$ cat src/rtl/calc_method_select.sv
// calc_method_select: debounced front-panel selector for the calculation-method code
module calc_method_select_db #(
  parameter int DEBOUNCE_CYCLES = 1000000
) (
  input  logic clk,
  input  logic rst_n,
  input  logic btn_i,
  output logic press_o
);
  localparam int CW = (DEBOUNCE_CYCLES > 1) ? $clog2(DEBOUNCE_CYCLES) : 1;
  localparam logic [CW-1:0] CMAX = CW'(DEBOUNCE_CYCLES - 1);
  logic [1:0] sync_q;
  logic stable_q, stable_d, prev_q;
  logic [CW-1:0] cnt_q, cnt_d;
  // accept a new level only after it has persisted for DEBOUNCE_CYCLES clocks
  always_comb begin
    cnt_d = '0;
    stable_d = stable_q;
    if (sync_q[1] != stable_q) begin
      if (cnt_q == CMAX) stable_d = sync_q[1];
      else cnt_d = cnt_q + 1'b1;
    end
  end
  // synchronizer, debounce state and edge-detect history
  always_ff @(posedge clk or negedge rst_n) begin
    if (!rst_n) begin
      sync_q <= '0;
      stable_q <= 1'b0;
      prev_q <= 1'b0;
      cnt_q <= '0;
    end else begin
      sync_q <= {sync_q[0], btn_i};
      stable_q <= stable_d;
      prev_q <= stable_q;
      cnt_q <= cnt_d;
    end
  end
  assign press_o = stable_q & ~prev_q;
endmodule

module calc_method_select #(
  parameter int DEBOUNCE_CYCLES = 1000000,
  parameter int NUM_METHODS = 5
) (
  input  logic       clk,
  input  logic       rst_n,
  input  logic       btn_next,
  input  logic       btn_prev,
  input  logic       btn_confirm,
  input  logic       clear,
  output logic [2:0] method_sel,
  output logic       method_valid,
  output logic       method_locked
);
  typedef enum logic {SELECT, LOCKED} state_t;
  localparam logic [2:0] LAST = 3'(NUM_METHODS - 1);
  state_t state_q, state_d;
  logic [2:0] sel_q, sel_d, inc, dec;
  logic valid_q, valid_d;
  logic nx, pv, cf;
  calc_method_select_db #(.DEBOUNCE_CYCLES(DEBOUNCE_CYCLES)) u_next (.clk(clk), .rst_n(rst_n), .btn_i(btn_next), .press_o(nx));
  calc_method_select_db #(.DEBOUNCE_CYCLES(DEBOUNCE_CYCLES)) u_prev (.clk(clk), .rst_n(rst_n), .btn_i(btn_prev), .press_o(pv));
  calc_method_select_db #(.DEBOUNCE_CYCLES(DEBOUNCE_CYCLES)) u_conf (.clk(clk), .rst_n(rst_n), .btn_i(btn_confirm), .press_o(cf));
  assign inc = (sel_q == LAST) ? 3'd0 : sel_q + 3'd1;
  assign dec = (sel_q == 3'd0) ? LAST : sel_q - 3'd1;
  // confirm beats stepping; presses in LOCKED (even alongside clear) are dropped
  always_comb begin
    state_d = state_q;
    sel_d = sel_q;
    valid_d = 1'b0;
    if (state_q == SELECT) begin
      if (cf) begin
        valid_d = 1'b1;
        state_d = LOCKED;
      end else if (nx ^ pv) sel_d = nx ? inc : dec;
    end else if (clear) state_d = SELECT;
  end
  // selection state and registered outputs
  always_ff @(posedge clk or negedge rst_n) begin
    if (!rst_n) begin
      state_q <= SELECT;
      sel_q <= '0;
      valid_q <= 1'b0;
    end else begin
      state_q <= state_d;
      sel_q <= sel_d;
      valid_q <= valid_d;
    end
  end
  assign method_sel = sel_q;
  assign method_valid = valid_q;
  assign method_locked = (state_q == LOCKED);
endmodule

$ cat config.mk
export PLATFORM = sky130hd
export DESIGN_NAME = calc_method_select
export DESIGN_NICKNAME = d
export VERILOG_FILES = /design/src/rtl/calc_method_select.sv
export SDC_FILE = /design/constraint.sdc
export NUM_CORES = 1
export LEC_CHECK = 0
export CORE_MARGIN = 8
export CORE_UTILIZATION = 56
export CTS_BUF_LIST = sky130_fd_sc_hd__clkbuf_2
export CTS_CLUSTER_DIAMETER = 80
export DETAILED_ROUTE_END_ITERATION = 6
export GPL_TIMING_DRIVEN = 0
export PLACE_DENSITY = 0.84
export RECOVER_POWER = 100
export REMOVE_ABC_BUFFERS = 1
export SYNTH_ARGS = -nofsm -noshare
export SYNTH_HDL_FRONTEND = slang
export SYNTH_HIERARCHICAL = 1
export SYNTH_SLANG_ARGS = --single-unit
$ cat constraint.sdc
create_clock -name clk -period 2.4 [get_ports clk]
set_clock_uncertainty 0.05 [all_clocks]
set_input_delay 0.72 -clock clk [delete_from_list [all_inputs] [get_ports clk]]
set_output_delay 0.72 -clock clk [all_outputs]
set_load 0.03 [all_outputs]
# After elaboration in Yosys (flattened, before gate mapping)

Cells that the tools add are included.
Widths: inputs -> output; s select.

Bits of input ports: 6
Bits in registers: 77
Output and inout bits: 5
Word-level logic and storage cells: 54

Reduce and logical (&&, ||, !) cells: 5
Add/subtract/negate cells: 5
Eq/ne operators: 7
Mux-type cells: 13
Bitwise logic cells: 9

Operator list:

| kind                  | count |
|---|---|
| $mux 20               | 6 |
| $add 20x1->20 const B | 3 |
| $eq 20x20->1 const B  | 3 |
| $mux 3                | 3 |
| $reduce_and 2->1      | 3 |
| $not 1->1             | 5 |
| $mux 1                | 4 |
| $add 3x1->3 const B   | 1 |
| $and 1x1->1           | 3 |
| $eq 3x3->1 const B    | 1 |
| $logic_not 3->1       | 1 |
| $ne 1x1->1            | 3 |
| $reduce_and 3->1      | 1 |
| $sub 3x1->3 const B   | 1 |
| $xor 1x1->1           | 1 |

# Logic depth before layout (Yosys ltp)

Gate-level depths: netlist of the first run.

Depth in word-level cells: 4
Depth in mapped cells: 6
Mapped depth without buffers: 5

# Hierarchy

Netlist of the first run, hierarchy kept.

By module, submodules not included:

| module                | cells an instance | area an instance (sq um) | times used |
|---|---|---|---|
| calc_method_select_db | 108               | 1146.1                   | 3 |
| calc_method_select    | 40                | 407.9                    | 1 |

# Worst setup path after synthesis of the first run

Ideal clock, no wire load.

Path type: reg2reg
Start: reg u_conf.cnt_q[0]
End: reg u_conf.cnt_q[18]
Arrival time: 1.706 ns
Slack: 0.566 ns
Buffers on the path: 1
Stages on the path, launching flop included: 7
Data required time: 2.272 ns
Setup time: 0.078 ns
Cells stage by stage: dfrtp_1 -> ha_1 -> nand2_1 -> or3_1 -> buf_2 -> or4_1 -> a21oi_1

Longest elaborated chain between the ends: 3

Ends and longest elaborated chain:

| what                                          | line   | text |
|---|---|---|
| start: declaration                            | 14     | `logic [CW-1:0] cnt_q, cnt_d;` |
| start signal: assignment                      | 35     | `cnt_q <= cnt_d;` |
| $add 20x1->20 or $eq 20x20->1 (tied branches) | 21, 20 |  |
| $mux 20 *                                     | 20     | `if (cnt_q == CMAX) stable_d = sync_q[1];` |
| $mux 20 *                                     | 19     | `if (sync_q[1] != stable_q) begin` |
| net u_conf.cnt_d[18]                          | 14     |  |

Mark *: on every way through the listed nets, which the timed path passes. The rest lies on a longest branch.
A chain may end at the register's enable or synchronous reset.

# Worst setup path after layout of the first run

Start: reg sel_q[1], in the netlist method_sel[1]
End: out method_sel[1]

RTL lines:

| what                     | line | text |
|---|---|---|
| start: declaration       | 58   | `logic [2:0] sel_q, sel_d, inc, dec;` |
| start signal: assignment | 86   | `sel_q <= sel_d;` |
| end: declaration         | 51   | `output logic [2:0] method_sel,` |

No word-level cell between the ends.

==> results of run 1 <==
==> where the power goes <==
group / total (mW) / leakage (nW) / switching [mW] / internal (mW)
Sequential: 1.33 / 1.05 / 0.0161 / 1.32
Clock: 0.715 / 0.0768 / 0.468 / 0.247
Combinational: 0.0878 / 0.616 / 0.0594 / 0.0284
Total: 2.14 / 1.75 / 0.543 / 1.59
==> flip-flops by register name, indices dropped and copies added (netlist names) <==
register / flops
method_locked: 1
method_sel: 3
method_valid: 1
u_conf/cnt_q: 20
u_conf/prev_q: 1
u_conf/stable_q: 1
u_conf/sync_q: 2
u_next/cnt_q: 20
u_next/prev_q: 1
u_next/stable_q: 1
u_next/sync_q: 2
u_prev/cnt_q: 20
u_prev/prev_q: 1
u_prev/stable_q: 1
u_prev/sync_q: 2
==> metrics by stage <==
stage               cell area (µm²)    util
finish                         4093  0.6091
global route                   4093  0.6091
CTS                            4125  0.6140
detailed placement             4004  0.5959
global placement               3979  0.5922
floorplan                      3779       -
==> cell families (layout without fill, tap and decap cells) <==
group                      count (synthesis)  after routing  synth area share
muxes                                      3              3          0.008783
buffers and inverters                     14             31           0.02049
DFF                                       77             77            0.5010
adders and majority gates                  6              6           0.01952
AOI/OAI and AO/OA                         50             50           0.09629
xor gates and xnor gates                  40             40           0.09108
and+or+nand+nor                          174            174            0.2628
==> placed cells by master (no fill, tap or decap), drive strengths merged, types with 7 or more instances in the layout <==
cell,synthesis,routed
nand3,24,24
or3,15,15
clkbuf,0,11
xnor2,16,16
and3,12,12
or4,9,9
nand2,25,25
dfrtp,77,77
a21oi,21,21
nor4,7,7
nor2,45,45
o21ai,14,14
xor2,24,24
and4,12,12
==> how the worst max path moves through the flow <==
stage	startpoint	to	slack, ns	cells after the start
after floorplan	u_conf/cnt_q[0]	u_conf/cnt_q[18]	0.60	5
after global placement	rst_n	u_next/cnt_q[4]	-2.03	1
after detailed placement	u_prev/cnt_q[12]	u_prev/cnt_q[6]	0.22	4
after CTS	method_valid	method_valid	0.02	1
after global routing	rst_n	u_prev/stable_q	0.02	3
final	method_sel[1]	method_sel[1]	0.18	1
==> routing by layer <==
metal / vias up / GRT usage / part of all wire
met5: - / 0 / 0
met4: 0 / 0.08619 / 0.020
met3: 10 / 0.02537 / 0.031
met2: 46 / 0.2349 / 0.48
met1: 1370 / 0.1979 / 0.47
li1: 1338 / - / -
==> area by class of cell <==
cell class	count	area, µm²
clock buffer	9	45.04
timing repair buffer	12	103.9
inverter	3	11.26
tap	80	100.1
fill	546	2626
multi-input combinational	273	1834
clock inverter	7	71.32
sequential	77	1927
==> repair_timing <==
item | CTS | global route
hold buffers | 1 | 0
pin swaps | 0 | 1
endpoints found under the hold margin | 18 | 0
gates cloned | 0 | 0
buffers inserted | 0 | 0
setup endpoints to repair | 4 | 10
resized for setup | 4 | 1
==> impl_metrics.json, run 1 <==
{
  "outcome": "finished clean",
  "grt.overflow.total": 0,
  "rr_startpoint": "u_next/cnt_q[8]",
  "drt-vias-per-instance": 5.996,
  "path_clk_slew_ns": 0.24,
  "cts.sinks": 77,
  "hold_end": "u_conf/sync_q[1]",
  "drv_slew": 0,
  "grt_max_degree": 57,
  "drive_above_1_share": 0.07874,
  "reg2reg_to": "u_next/cnt_q[2]",
  "critPathBufInv": 1,
  "crit_arrival_ns": 1.45,
  "root_buffer": "clkbuf_2",
  "io-pin-count": 11,
  "setup_tns_ns": 0,
  "grt_pass1_vias": 2717,
  "grt_pass1_wl_um": 12270,
  "drt_iter0_drc": 126,
  "die_h_um": 98.88,
  "portBuffers": 10,
  "timing.fmax_mhz": 450.8,
  "dp_worst_setup_slack_ns": 0.2202,
  "hp-class": "flip-flop to flip-flop",
  "clock_latency_ns": 0.50,
  "p_per_area_nw_per_um2": 522.2,
  "firstDrtPassIters": 4,
  "hold_viol": 0,
  "syn_inst": 364,
  "htreeDepth": 3,
  "relSlewSlack": 0.2248,
  "critical_path.startpoint_type": "flip-flop",
  "hold_slack_ns": 0.3268,
  "cts_tree": "yes",
  "synth_top_cells_by_area": "dfrtp_1, xor2_1, nor2_1",
  "maxCapViolCount": 0,
  "fp.coreArea_um2": 6719,
  "critPathMaxFanout": 6,
  "area_delta_synth_final_pct": 6.409,
  "start_util": 0.5724,
  "synth_warnings": 6,
  "crit_chain": "dlygate4sd2_1",
  "netlist_area_um2": 3846,
  "gp_congestion": 0.8332,
  "grt_use_total": 0.1522,
  "antenna_found_initial": 0,
  "post-place-cells": 444,
  "hold_depth": 0,
  "crit_type": "flip-flop to output pin",
  "worstMarginPinSlew_ns": 1.163,
  "die_area_um2": 9776,
  "peakVddDrop_mv": 0.2680,
  "ys.flop_type": "dfrtp_1",
  "synth_top_area_frac": 0.5010,
  "layout_min_cycle_time_ns": 2.218,
  "synth-seq-cells": 77,
  "ant_nets": 0,
  "yosys.area.top_type": "dfrtp_1",
  "fin_nets": 388,
  "clockBufferDepth": 2,
  "seq_area_frac_synth": 0.5010,
  "insertedDiodeCount": 0,
  "numCtsBuffers": 9,
  "post-synth-top-count-cell": "dfrtp_1",
  "synth-async-reset-ratio": 1.000,
  "syn_area_per_cell_um2": 10.57,
  "dp_hpwl_um": 4739,
  "fp.dieW_um": 98.88,
  "rrSetupSlack_ns": 0.22,
  "end_kind": "output pin",
  "r2r_cells": 4,
  "rows": 30,
  "synth-edff-count": 0,
  "final_cells": 461,
  "critPathTopFamily": "flip-flops",
  "hold_start": "u_conf/sync_q[0]",
  "grt_setup_unrepaired": "no",
  "synth_common_cells": "dfrtp_1, nor2_1, nand2_1",
  "drc_errors": 0,
  "vias": 2764,
  "post-route-period-util": 0.9243,
  "wl_um": 6803,
  "synth.distinct_cells": 36,
  "p_leak_nw": 1.747,
  "cp_data_required_time_ns": 1.63,
  "power_mw": 2.137,
  "finalWorstSetupSlack_ns": 0.1816,
  "cp_slowest_cell": "dfrtp_1",
  "setup_viol": 0,
  "slowest_delay_ns": 0.51,
  "post_drt_wl_per_cell_um": 14.76
}
No activity file was read; power rests on OpenSTA's default activity.
==> inputs of run 2 (changes only) <==
Settings changed: CTS_CLUSTER_DIAMETER 80 to 100.
==> results of run 2 <==
Same layout as run 1: the final DEF is identical, and so are final timing and power.
==> inputs of run 3 (changes only) <==
Settings changed: CELL_PAD_IN_SITES_DETAIL_PLACEMENT set to 0, CELL_PAD_IN_SITES_GLOBAL_PLACEMENT set to 2, CORE_UTILIZATION 56 to 43, PLACE_DENSITY 0.84 to 0.93.
==> run 3 against run 2 <==
Net effect: final area up 2.3%; critical endpoint is now method_valid; routed wire length up 4.1%; hold slack worse by 0.0043 ns; sequential share of layout area down 1.1 points; final cell count up 6.1%; sequential cell count unchanged; worst setup slack worse by 0.065 ns; fmax down 2.8%; critical path depth unchanged; clock power up 23%; via count down 0.90%.
==> impl_metrics.json, run 3 (synthesized netlist as in run 1, its figures left out) <==
{
  "dp_hpwl_um": 4714,
  "clockPowerShare": 0.382,
  "critPathTopFamily": "buffers and inverters",
  "grt_max_degree": 65,
  "final_cells": 489,
  "grt_setup_unrepaired": "no",
  "worstMarginPinSlew_ns": 1.034,
  "cp_slowest_cell": "clkdlybuf4s50_1",
  "drt_iter0_drc": 81,
  "critPathBufInv": 1,
  "fin_nets": 388,
  "crit_chain": "clkdlybuf4s50_1",
  "numCtsBuffers": 9,
  "reg_top3": "u_conf/cnt_q (20), u_next/cnt_q (20), u_prev/cnt_q (20)",
  "path_clk_slew_ns": 0.19,
  "grt_pass1_vias": 2714,
  "post_drt_wl_per_cell_um": 14.48,
  "outcome": "finished clean",
  "seqPwrFrac": 0.579,
  "portBuffers": 10,
  "cp_data_required_time_ns": 1.63,
  "insertedDiodeCount": 0,
  "hold_viol": 0,
  "cts.sinks": 77,
  "relSlewSlack": 0.3080,
  "ant_nets": 0,
  "switchingPower_mw": 0.5036,
  "post-route-period-util": 0.9514,
  "die_h_um": 110.6,
  "fp.dieW_um": 110.6,
  "fp.coreArea_um2": 8678,
  "hold_depth": 0,
  "gp_congestion": 0.7397,
  "clock_latency_ns": 0.49,
  "htreeDepth": 3,
  "hp-class": "flip-flop to flip-flop",
  "r2r_cells": 4,
  "wl_um": 7079,
  "firstDrtPassIters": 4,
  "cts_tree": "yes",
  "peakVddDrop_mv": 0.3333,
  "critical_path.startpoint_type": "flip-flop",
  "layout_min_cycle_time_ns": 2.283,
  "critPathMaxFanout": 1,
  "antenna_found_initial": 0,
  "layout_common_cells": "dfrtp_1, nor2_1, nand2_1",
  "dp_worst_setup_slack_ns": 0.1947,
  "grt_use_total": 0.1197,
  "p_int_mw": 1.803,
  "io-pin-count": 11,
  "p_leak_nw": 1.773,
  "swShare": 0.2184,
  "root_buffer": "clkbuf_2",
  "slowest_delay_ns": 0.66,
  "area_delta_synth_final_pct": 8.881,
  "pwr-share-comb": 0.040,
  "die_area_um2": 12230,
  "postLayoutCoreUtil": 0.4826,
  "vias": 2739,
  "post-place-cells": 472,
  "drc_errors": 0,
  "crit_type": "flip-flop to output pin",
  "crit_arrival_ns": 1.51,
  "finalWorstSetupSlack_ns": 0.1167,
  "layout_commonest_cell": "dfrtp_1",
  "timing.fmax_mhz": 438.0,
  "cts_setup_buffers": 0,
  "start_util": 0.4432,
  "p_per_area_nw_per_um2": 550.7,
  "grt.overflow.total": 0,
  "drt-vias-per-instance": 5.601,
  "clockBufferDepth": 2,
  "rows": 34,
  "maxCapViolCount": 0,
  "grt_pass1_wl_um": 12590,
  "drive_above_1_share": 0.07612,
  "end_kind": "output pin",
  "path_depth": 1,
  "drv_slew": 0,
  "setup_viol": 0
}
[run 3: changes by cell type in the layout (fill, tap and decap cells not counted)]
| cell | before | now |
|---|---|---|
| inv_6 | 3 | 0 |
| bufinv_16 | 1 | 3 |
| clkbuf_2 | 9 | 11 |
| clkinv_2 | 3 | 1 |
| buf_16 | 0 | 1 |
| buf_6 | 1 | 0 |
| clkbuf_1 | 2 | 1 |
| clkdlybuf4s50_1 | 1 | 2 |
| clkinv_1 | 0 | 1 |
[run 3: area by class of cell]
class / count / area, µm²
sequential: 77 / 1927
multi-input combinational: 273 / 1834
clock inverter: 5 / 98.84
tap: 108 / 135.1
inverter: 3 / 11.26
fill: 837 / 4491
timing repair buffer: 12 / 126.4
clock buffer: 11 / 55.05
[run 3: routing by layer]
layer / GRT usage / routed length [µm] / vias to the layer above
li1: - / - / 1339
met1: 0.1568 / 3569 / 1368
met2: 0.1868 / 3226 / 25
met3: 0.03084 / 193 / 7
met4: 0.04054 / 89 / 0
met5: 0 / 0 / -
[run 3: worst paths after layout]
kind	from	to	slack (ns)
hold / removal	u_next/sync_q[0]	u_next/sync_q[1]	0.32
hold reg to reg	u_next/sync_q[0]	u_next/sync_q[1]	0.32
setup / recovery	method_valid	method_valid	0.12
min in group asynchronous	rst_n	u_prev/cnt_q[8]	0.80
setup reg to reg	u_prev/cnt_q[12]	u_prev/cnt_q[3]	0.22
max in group asynchronous	rst_n	u_conf/cnt_q[8]	0.67
[run 3: repair_timing]
| action | CTS | global route |
|---|---|---|
| gates resized for setup | 4 | 0 |
| hold buffers | 1 | 0 |
| pin swaps | 0 | 1 |
| cloned | 0 | 0 |
| hold endpoints to repair | 13 | 0 |
| setup endpoints to repair | 4 | 1 |
[run 3: through the flow]
| step | setup TNS, ns | area [µm²] | hold slack [ns] | total power [mW] |
|---|---|---|---|---|
| detailed placement | 0 | 4039 | 0.2847 | 1.454 |
| CTS | 0 | 4198 | 0.3261 | 2.343 |
| finish | 0 | 4188 | 0.3225 | 2.306 |
| floorplan | 0 | 3779 | 0.2812 | 1.396 |
| global route | 0 | 4188 | 0.3419 | 2.413 |
| global placement | -168.57 | 4014 | 0.2823 | 1.448 |
[run 3: power by group through the flow]
stage	combinational [mW]	clock [mW]	sequential [mW]
after floorplan	0.0398	0	1.36
after global placement	0.0906	0	1.36
after detailed placement	0.0964	0	1.36
after CTS	0.0976	0.911	1.33
after global routing	0.105	0.968	1.34
final	0.0914	0.881	1.33
